`src/rtl/ysyx_23060191_mem_arbiter.sv`:
```
// Two-requester (IFU/LSU) memory arbiter with a single outstanding transaction.
// Round-robin grant on ties, a timeout on the memory response, and one-cycle
// response pulses back to the requester that owns the transaction.
module ysyx_23060191_mem_arbiter #(
   parameter int unsigned ADDR_W  = 32,
   parameter int unsigned DATA_W  = 32,
   parameter int unsigned TIMEOUT = 255
) (
   input  logic                clk,
   input  logic                rstn,
   // IFU
   input  logic                ifu_req_valid,
   output logic                ifu_req_ready,
   input  logic [ADDR_W-1:0]   ifu_addr,
   output logic                ifu_resp_valid,
   output logic [DATA_W-1:0]   ifu_resp_data,
   output logic                ifu_resp_err,
   // LSU
   input  logic                lsu_req_valid,
   output logic                lsu_req_ready,
   input  logic [ADDR_W-1:0]   lsu_addr,
   input  logic                lsu_wen,
   input  logic [DATA_W-1:0]   lsu_wdata,
   input  logic [DATA_W/8-1:0] lsu_wmask,
   output logic                lsu_resp_valid,
   output logic [DATA_W-1:0]   lsu_resp_data,
   output logic                lsu_resp_err,
   // Memory
   output logic                mem_req_valid,
   input  logic                mem_req_ready,
   output logic [ADDR_W-1:0]   mem_addr,
   output logic                mem_wen,
   output logic [DATA_W-1:0]   mem_wdata,
   output logic [DATA_W/8-1:0] mem_wmask,
   input  logic                mem_resp_valid,
   input  logic [DATA_W-1:0]   mem_resp_data
);

   localparam int unsigned MASK_W = DATA_W / 8;
   // Counter value in the last permitted WAIT cycle.
   localparam logic [15:0] LAST_CNT = 16'(TIMEOUT - 1);

   typedef enum logic [1:0] {StIdle, StIssue, StWait, StResp} state_e;

   state_e              state_q, state_d;
   logic                last_lsu_q, last_lsu_d;   // 1: LSU was granted last
   logic                owner_lsu_q, owner_lsu_d; // 1: LSU owns the transaction
   logic [ADDR_W-1:0]   addr_q, addr_d;
   logic                wen_q, wen_d;
   logic [DATA_W-1:0]   wdata_q, wdata_d;
   logic [MASK_W-1:0]   wmask_q, wmask_d;
   logic [DATA_W-1:0]   data_q, data_d;
   logic                err_q, err_d;
   logic [15:0]         cnt_q, cnt_d;

   logic grant_ifu, grant_lsu;
   logic in_issue, in_resp;

   // Pick the winner while idle; a tie goes to whoever was not granted last.
   always_comb begin
      grant_ifu = 1'b0;
      grant_lsu = 1'b0;
      if (state_q == StIdle) begin
         if (ifu_req_valid && lsu_req_valid) begin
            grant_ifu = last_lsu_q;
            grant_lsu = !last_lsu_q;
         end else begin
            grant_ifu = ifu_req_valid;
            grant_lsu = lsu_req_valid;
         end
      end
   end

   // Readys are gated by rstn so they drop immediately while reset is held.
   assign ifu_req_ready = rstn & grant_ifu;
   assign lsu_req_ready = rstn & grant_lsu;

   // Next-state and datapath capture.
   always_comb begin
      state_d     = state_q;
      last_lsu_d  = last_lsu_q;
      owner_lsu_d = owner_lsu_q;
      addr_d      = addr_q;
      wen_d       = wen_q;
      wdata_d     = wdata_q;
      wmask_d     = wmask_q;
      data_d      = data_q;
      err_d       = err_q;
      cnt_d       = cnt_q;
      case (state_q)
         StIdle: begin
            if (grant_ifu) begin
               addr_d      = ifu_addr;
               wen_d       = 1'b0;
               wdata_d     = '0;
               wmask_d     = '0;
               owner_lsu_d = 1'b0;
               last_lsu_d  = 1'b0;
               state_d     = StIssue;
            end else if (grant_lsu) begin
               addr_d      = lsu_addr;
               wen_d       = lsu_wen;
               wdata_d     = lsu_wdata;
               wmask_d     = lsu_wmask;
               owner_lsu_d = 1'b1;
               last_lsu_d  = 1'b1;
               state_d     = StIssue;
            end
         end
         StIssue: begin
            if (mem_req_ready) begin
               cnt_d   = '0;
               state_d = StWait;
            end
         end
         StWait: begin
            // A response in the final cycle beats the timeout.
            if (mem_resp_valid) begin
               data_d  = mem_resp_data;
               err_d   = 1'b0;
               state_d = StResp;
            end else if (cnt_q == LAST_CNT) begin
               data_d  = '0;
               err_d   = 1'b1;
               state_d = StResp;
            end else begin
               cnt_d = cnt_q + 16'd1;
            end
         end
         StResp: begin
            state_d = StIdle;
         end
         default: begin
            state_d = StIdle;
         end
      endcase
   end

   // State and transaction registers.
   always_ff @(posedge clk or negedge rstn) begin
      if (!rstn) begin
         state_q     <= StIdle;
         last_lsu_q  <= 1'b1;
         owner_lsu_q <= 1'b0;
         addr_q      <= '0;
         wen_q       <= 1'b0;
         wdata_q     <= '0;
         wmask_q     <= '0;
         data_q      <= '0;
         err_q       <= 1'b0;
         cnt_q       <= '0;
      end else begin
         state_q     <= state_d;
         last_lsu_q  <= last_lsu_d;
         owner_lsu_q <= owner_lsu_d;
         addr_q      <= addr_d;
         wen_q       <= wen_d;
         wdata_q     <= wdata_d;
         wmask_q     <= wmask_d;
         data_q      <= data_d;
         err_q       <= err_d;
         cnt_q       <= cnt_d;
      end
   end

   assign in_issue = (state_q == StIssue);
   assign in_resp  = (state_q == StResp);

   // Memory request fields are only driven while issuing.
   assign mem_req_valid = in_issue;
   assign mem_addr      = in_issue ? addr_q  : '0;
   assign mem_wen       = in_issue & wen_q;
   assign mem_wdata     = in_issue ? wdata_q : '0;
   assign mem_wmask     = in_issue ? wmask_q : '0;

   // Response pulse goes only to the owner; data/err are zero when not valid.
   assign ifu_resp_valid = in_resp & !owner_lsu_q;
   assign lsu_resp_valid = in_resp & owner_lsu_q;
   assign ifu_resp_data  = ifu_resp_valid ? data_q : '0;
   assign lsu_resp_data  = lsu_resp_valid ? data_q : '0;
   assign ifu_resp_err   = ifu_resp_valid & err_q;
   assign lsu_resp_err   = lsu_resp_valid & err_q;

endmodule

```
`config.mk`:
```
export PLATFORM = sky130hd
export DESIGN_NAME = ysyx_23060191_mem_arbiter
export DESIGN_NICKNAME = d
export VERILOG_FILES = /design/src/rtl/ysyx_23060191_mem_arbiter.sv
export SDC_FILE = /design/constraint.sdc
export NUM_CORES = 1
export LEC_CHECK = 0
export ABC_AREA = 1
export BUFFER_PORTS_ARGS = -buffer_cell sky130_fd_sc_hd__buf_2
export CAP_MARGIN = 20
export CORE_MARGIN = 1
export CORE_UTILIZATION = 45
export CTS_CLUSTER_DIAMETER = 40
export CTS_CLUSTER_SIZE = 28
export DETAILED_ROUTE_END_ITERATION = 6
export PLACE_DENSITY = 0.79
export SLEW_MARGIN = 15
export SYNTH_ARGS = -nofsm -noshare
export SYNTH_HDL_FRONTEND = slang
export SYNTH_SLANG_ARGS = --single-unit
```
`constraint.sdc`:
```
create_clock -name clk -period 2.4 [get_ports clk]
set_input_delay 0.72 -clock clk [delete_from_list [all_inputs] [get_ports clk]]
set_output_delay 0.72 -clock clk [all_outputs]
set_load 0.1 [all_outputs]
```
# Word level (Yosys, flattened, before mapping)
# Index checks and enable logic that the tools add are counted.
# totals
regBits	122
input_bits	139
output_inout_bits	140
wordCells	71
# op_classes
addsub	1
n_eq_ne	9
mux	33
n_bitwise	7
n_reduce_logical	11
# ops
op	n
$mux W32	10
$mux W16	3
$pmux W16 S2	1
$add A16 B1 Y16 const B	1
$eq A16 B8 Y1 const B	1
$mux W4	3
$mux W1	10
$mux W2	5
$pmux W2 S4	1
$and A1 B1 Y1	7
$ne A2 B2 Y1 const B	3
$ne A3 B3 Y1 const B	2
$reduce_bool A2 Y1	3
$eq A2 B2 Y1 const B	2
$reduce_and A2 Y1	2
$reduce_and A4 Y1	1
$reduce_and A3 Y1	1
$eq A2 B1 Y1 const B	1
$logic_not A1 Y1	2
$logic_not A2 Y1	1
$logic_and A1 B1 Y1	1

# Depth between registers and ports, before layout
# logic_depth
ltp_word	6
ltp_mapped	10

# Worst setup path after synthesis
# Ideal clock, no wire load.
# synth_path
kind	register to output
from	register state_q[1]
to	output mem_wdata[24]
arrival_time_ns	2.678
required_ns	1.680
path_slack_ns	-0.998
path_stages_with_launch	8
path_buffers	3
path_cell_list	dfrtp_1 -> inv_1 -> ha_1 -> buf_2 -> buf_2 -> buf_1 -> nand2_1 -> inv_1
# synth_between
elab_chain_cells	2
# synth_lines
item	line	rtl
from (decl)	45	state_e state_q, state_d;
from (signal assigned)	142	state_q <= StIdle;
from (signal assigned)	153	state_q <= state_d;
$eq A2 B1 Y1	166	assign in_issue = (state_q == StIssue);
net mem_req_valid	29	output logic mem_req_valid,
$mux W32	173	assign mem_wdata = in_issue ? wdata_q : '0;
to (decl)	33	output logic [DATA_W-1:0] mem_wdata,
# The timed path passes the listed nets, and every way through them passes these cells.

# Worst setup path after layout
# layout_path
from	register state_q[0]
to	output ifu_resp_data[9]
# layout_between
elab_chain_cells	3
# layout_lines
item	line	rtl
$eq A2 B2 Y1	167	assign in_resp = (state_q == StResp);
$and A1 B1 Y1	177	assign ifu_resp_valid = in_resp & !owner_lsu_q;
$mux W32	179	assign ifu_resp_data = ifu_resp_valid ? data_q : '0;
to (decl)	16	output logic [DATA_W-1:0] ifu_resp_data,
# Every way passes these cells.

==> results by group <==
Run status
  – Result of the run: finished, violations left
  – Failing checks: setup timing

Timing
  – Final worst slack: -0.0863 ns
  – Least-Margin Pin Slew: roughly 0.65 ns
  – Pins Over Slew Limit: 0
  – Final min period: 2.49 ns
  – Hold Worst Slack: roughly 0.42 ns
  – Max-Slew Margin vs Limit: approximately 57%
  – Final setup TNS: -4.53 ns
  – Period utilisation layout: 104%
  – Fmax achieved: between 400 and 500 MHz
  – Worst Skew: roughly 0.016 ns
  – Final Hold Viols: 0
  – Unrepaired setup endpoints after global routing: yes
  – Setup-failing EPs final: 124

Global route
  – Total global routing overflow: 0
  – GRT Util Overall: about 31%
  – Pin count of the biggest net entering global routing: ~120
  – First-pass GRT wire length: between 30,000 and 40,000 microns
  – Vias in the first global route: 6,835
  – Initial antenna violation count: 1

Layout
  – Area Growth Syn to Fin: 79.3%
  – Layout cell share with drive strength beyond 1: between 40 and 50%
  – Nets: roughly 1,200
  – Commonest non-fill, non-tap cell in the layout: nand2_1
  – Final instance count without filler cells: 1,284
  – Most frequent cells in the layout: nand2_1, buf_12, buf_2

Detailed routing
  – DRC violations left: 0
  – 1st-iter DRT viols: 660
  – Drt total wl: 23,300 microns
  – Vias per cell: between 5 and 6
  – Routed vias: 6,828
  – WL per Instance: between 15 and 20 microns
  – Detailed Routing Iterations Pass 1: 5
  – Final ANT Viol Nets: 0

Synth
  – Synthesized cell area: roughly 0.0063 sq mm
  – #FFs+latches synth: between 100 and 150
  – EDFF count, synth: 0
  – Synth cell types: 33
  – Cell count after synthesis: slightly above 800
  – Post-synth ARST share: 100%
  – Post-synth top flop: dfrtp_1
  – Sequential element share of the synthesized area: about half
  – Warnings from Yosys: 0
  – Syn nets: roughly 970
  – Synth Area per Inst: just under 8 sq um

Pwr
  – Pwr dens: 1490 mW/mm^2
  – Cell leakage power: between 4 and 5 nW
  – VDD IR max: 0.00103 V

Placement
  – Final HPWL DP: roughly 15,000 microns
  – Placed cells: approximately 1,200
  – RePlAce Congestion: between 0.9 and 1
  – Port bufs: approximately 280

Setup path
  – Kind of critical path: flop to output port
  – RR Startpoint: state_q[0]$_DFFE_PN0P_
  – Worst Path Arrival: around 1.8 ns
  – Critical path startpoint category: flop
  – FF-to-FF path depth: 6
  – CP required: 1.68 ns
  – CP endpoint kind: output port
  – Crit path max fanout: 9
  – FF-to-FF setup slack: 0.48 ns
  – RR Endpoint: data_q[22]$_DFFE_PN0P_

Floorplan
  – Die Y: approximately 120 microns
  – Die Area: approximately 0.015 sq mm
  – Initial Utilization: a little under half
  – Total core area: 0.0135 sq mm
  – Die W: ~120 microns
  – Ports: between 200 and 300
  – FP Rows: 42

CTS
  – Worst-Skew Late Latency: between 0.4 and 0.5 ns
  – Clock-pin slew on the worst setup and hold paths: 0.06 ns
  – CTS tree: done
  – Root Driver: clkbuf_16
  – CTS buffer count: 17
  – H-Tree Depth: 4
  – Clk buf depth: 2
  – Num Clock Sinks: approximately 120

Worst hold path
  – Worst Hold Class: input port to asynchronous set/reset pin

Run
  – Max-cap violation count: 0
worst max-delay path: stages (launching register included):
cell and delay (ns):
dfrtp_2 0.42, ha_2 0.22, nand2_2 0.14, clkbuf_16 0.23
nor2_2 0.15, buf_12 0.20
how the worst max path moves through the flow:
stage	startpoint	endpoint	cells past startpoint
detailed placement	state_q[0]$_DFFE_PN0P_	ifu_req_ready	7
floorplan	state_q[1]$_DFFE_PN0P_	mem_wdata[24]	7
CTS	state_q[0]$_DFFE_PN0P_	ifu_resp_data[9]	5
global placement	state_q[0]$_DFFE_PN0P_	ifu_req_ready	7
global route	state_q[0]$_DFFE_PN0P_	lsu_resp_data[9]	5
finish	state_q[0]$_DFFE_PN0P_	ifu_resp_data[9]	5
metrics by stage:
step | setup slack [ns] | utilization [%] | cell area (sq um) | total power [W]
2_1_floorplan | -0.486 | - | 6650 | 0.0102
3_3_place_gp | 0.243 | 75.9 | 10200 | 0.0132
3_5_place_dp | 0.191 | 75.9 | 10200 | 0.0135
4_1_cts | -0.0774 | 81.5 | 11000 | 0.0165
5_1_grt | -0.154 | 84.2 | 11300 | 0.0176
6_report | -0.0863 | 84.2 | 11300 | 0.0169
per-layer routing:
layer,up-vias,GRT usage [%],share of wire [%]
met2,344,56.0,53
met5,-,0,0
met4,0,14.0,3.4
li1,3121,-,-
met1,3296,33.9,37
met3,67,8.21,7.0
registers in the layout, summed over array words and instances, names as in the netlist:
| signal | cells |
|---|---|
| wen_q | 1 |
| cnt_q | 16 |
| last_lsu_q | 1 |
| err_q | 1 |
| owner_lsu_q | 1 |
| state_q | 2 |
| wmask_q | 4 |
| wdata_q | 32 |
| data_q | 32 |
| addr_q | 32 |
cell usage after synthesis, types with 6 or more instances:
master / count / area share, %
nand2_1: 194 / 12
inv_1: 128 / 7.6
nor2_1: 124 / 7.4
dfrtp_1: 121 / 48
nand3_1: 51 / 4.0
o21ai_0: 39 / 3.1
a22o_1: 37 / 5.1
a31oi_1: 32 / 3.2
clkbuf_1: 26 / 1.5
buf_2: 15 / 1.2
ha_1: 6 / 1.2
nand4_1: 6 / 0.59
o21ai_1: 6 / 0.48
kinds of logic after synthesis:
kind of cell | Yosys count | synth area share, %
buffers and inverters | 179 | 11.8
and+or+nand+nor | 387 | 25.0
adders and majority gates | 6 | 1.19
xor gates and xnor gates | 5 | 0.693
AOI/OAI and AO/OA | 123 | 13.0
DFF | 122 | 48.3
power by group:
group | internal (W) | switching [W]
clock network | 0.00168 | 0.000946
logic | 0.00353 | 0.00728
registers | 0.00296 | 0.000530
total | 0.00817 | 0.00875
final cells by class:
type | instances | area, sq um
sequential | 122 | 3060
multi-input combinational | 521 | 2900
clock inverter | 11 | 144
timing repair buffer | 303 | 3800
antenna | 1 | 2.50
fill | 687 | 2120
clock buffer | 21 | 460
inverter | 129 | 746
tap | 176 | 220
repair_timing:
item / in CTS / in global routing
cloned: 0 / 5
buffers inserted: 4 / 3
hold buffers: 0 / 0
pin swaps: 2 / 2
endpoints found under the setup margin: 128 / 139
resized for setup: 36 / 77
(Power assumes the default switching activity.)
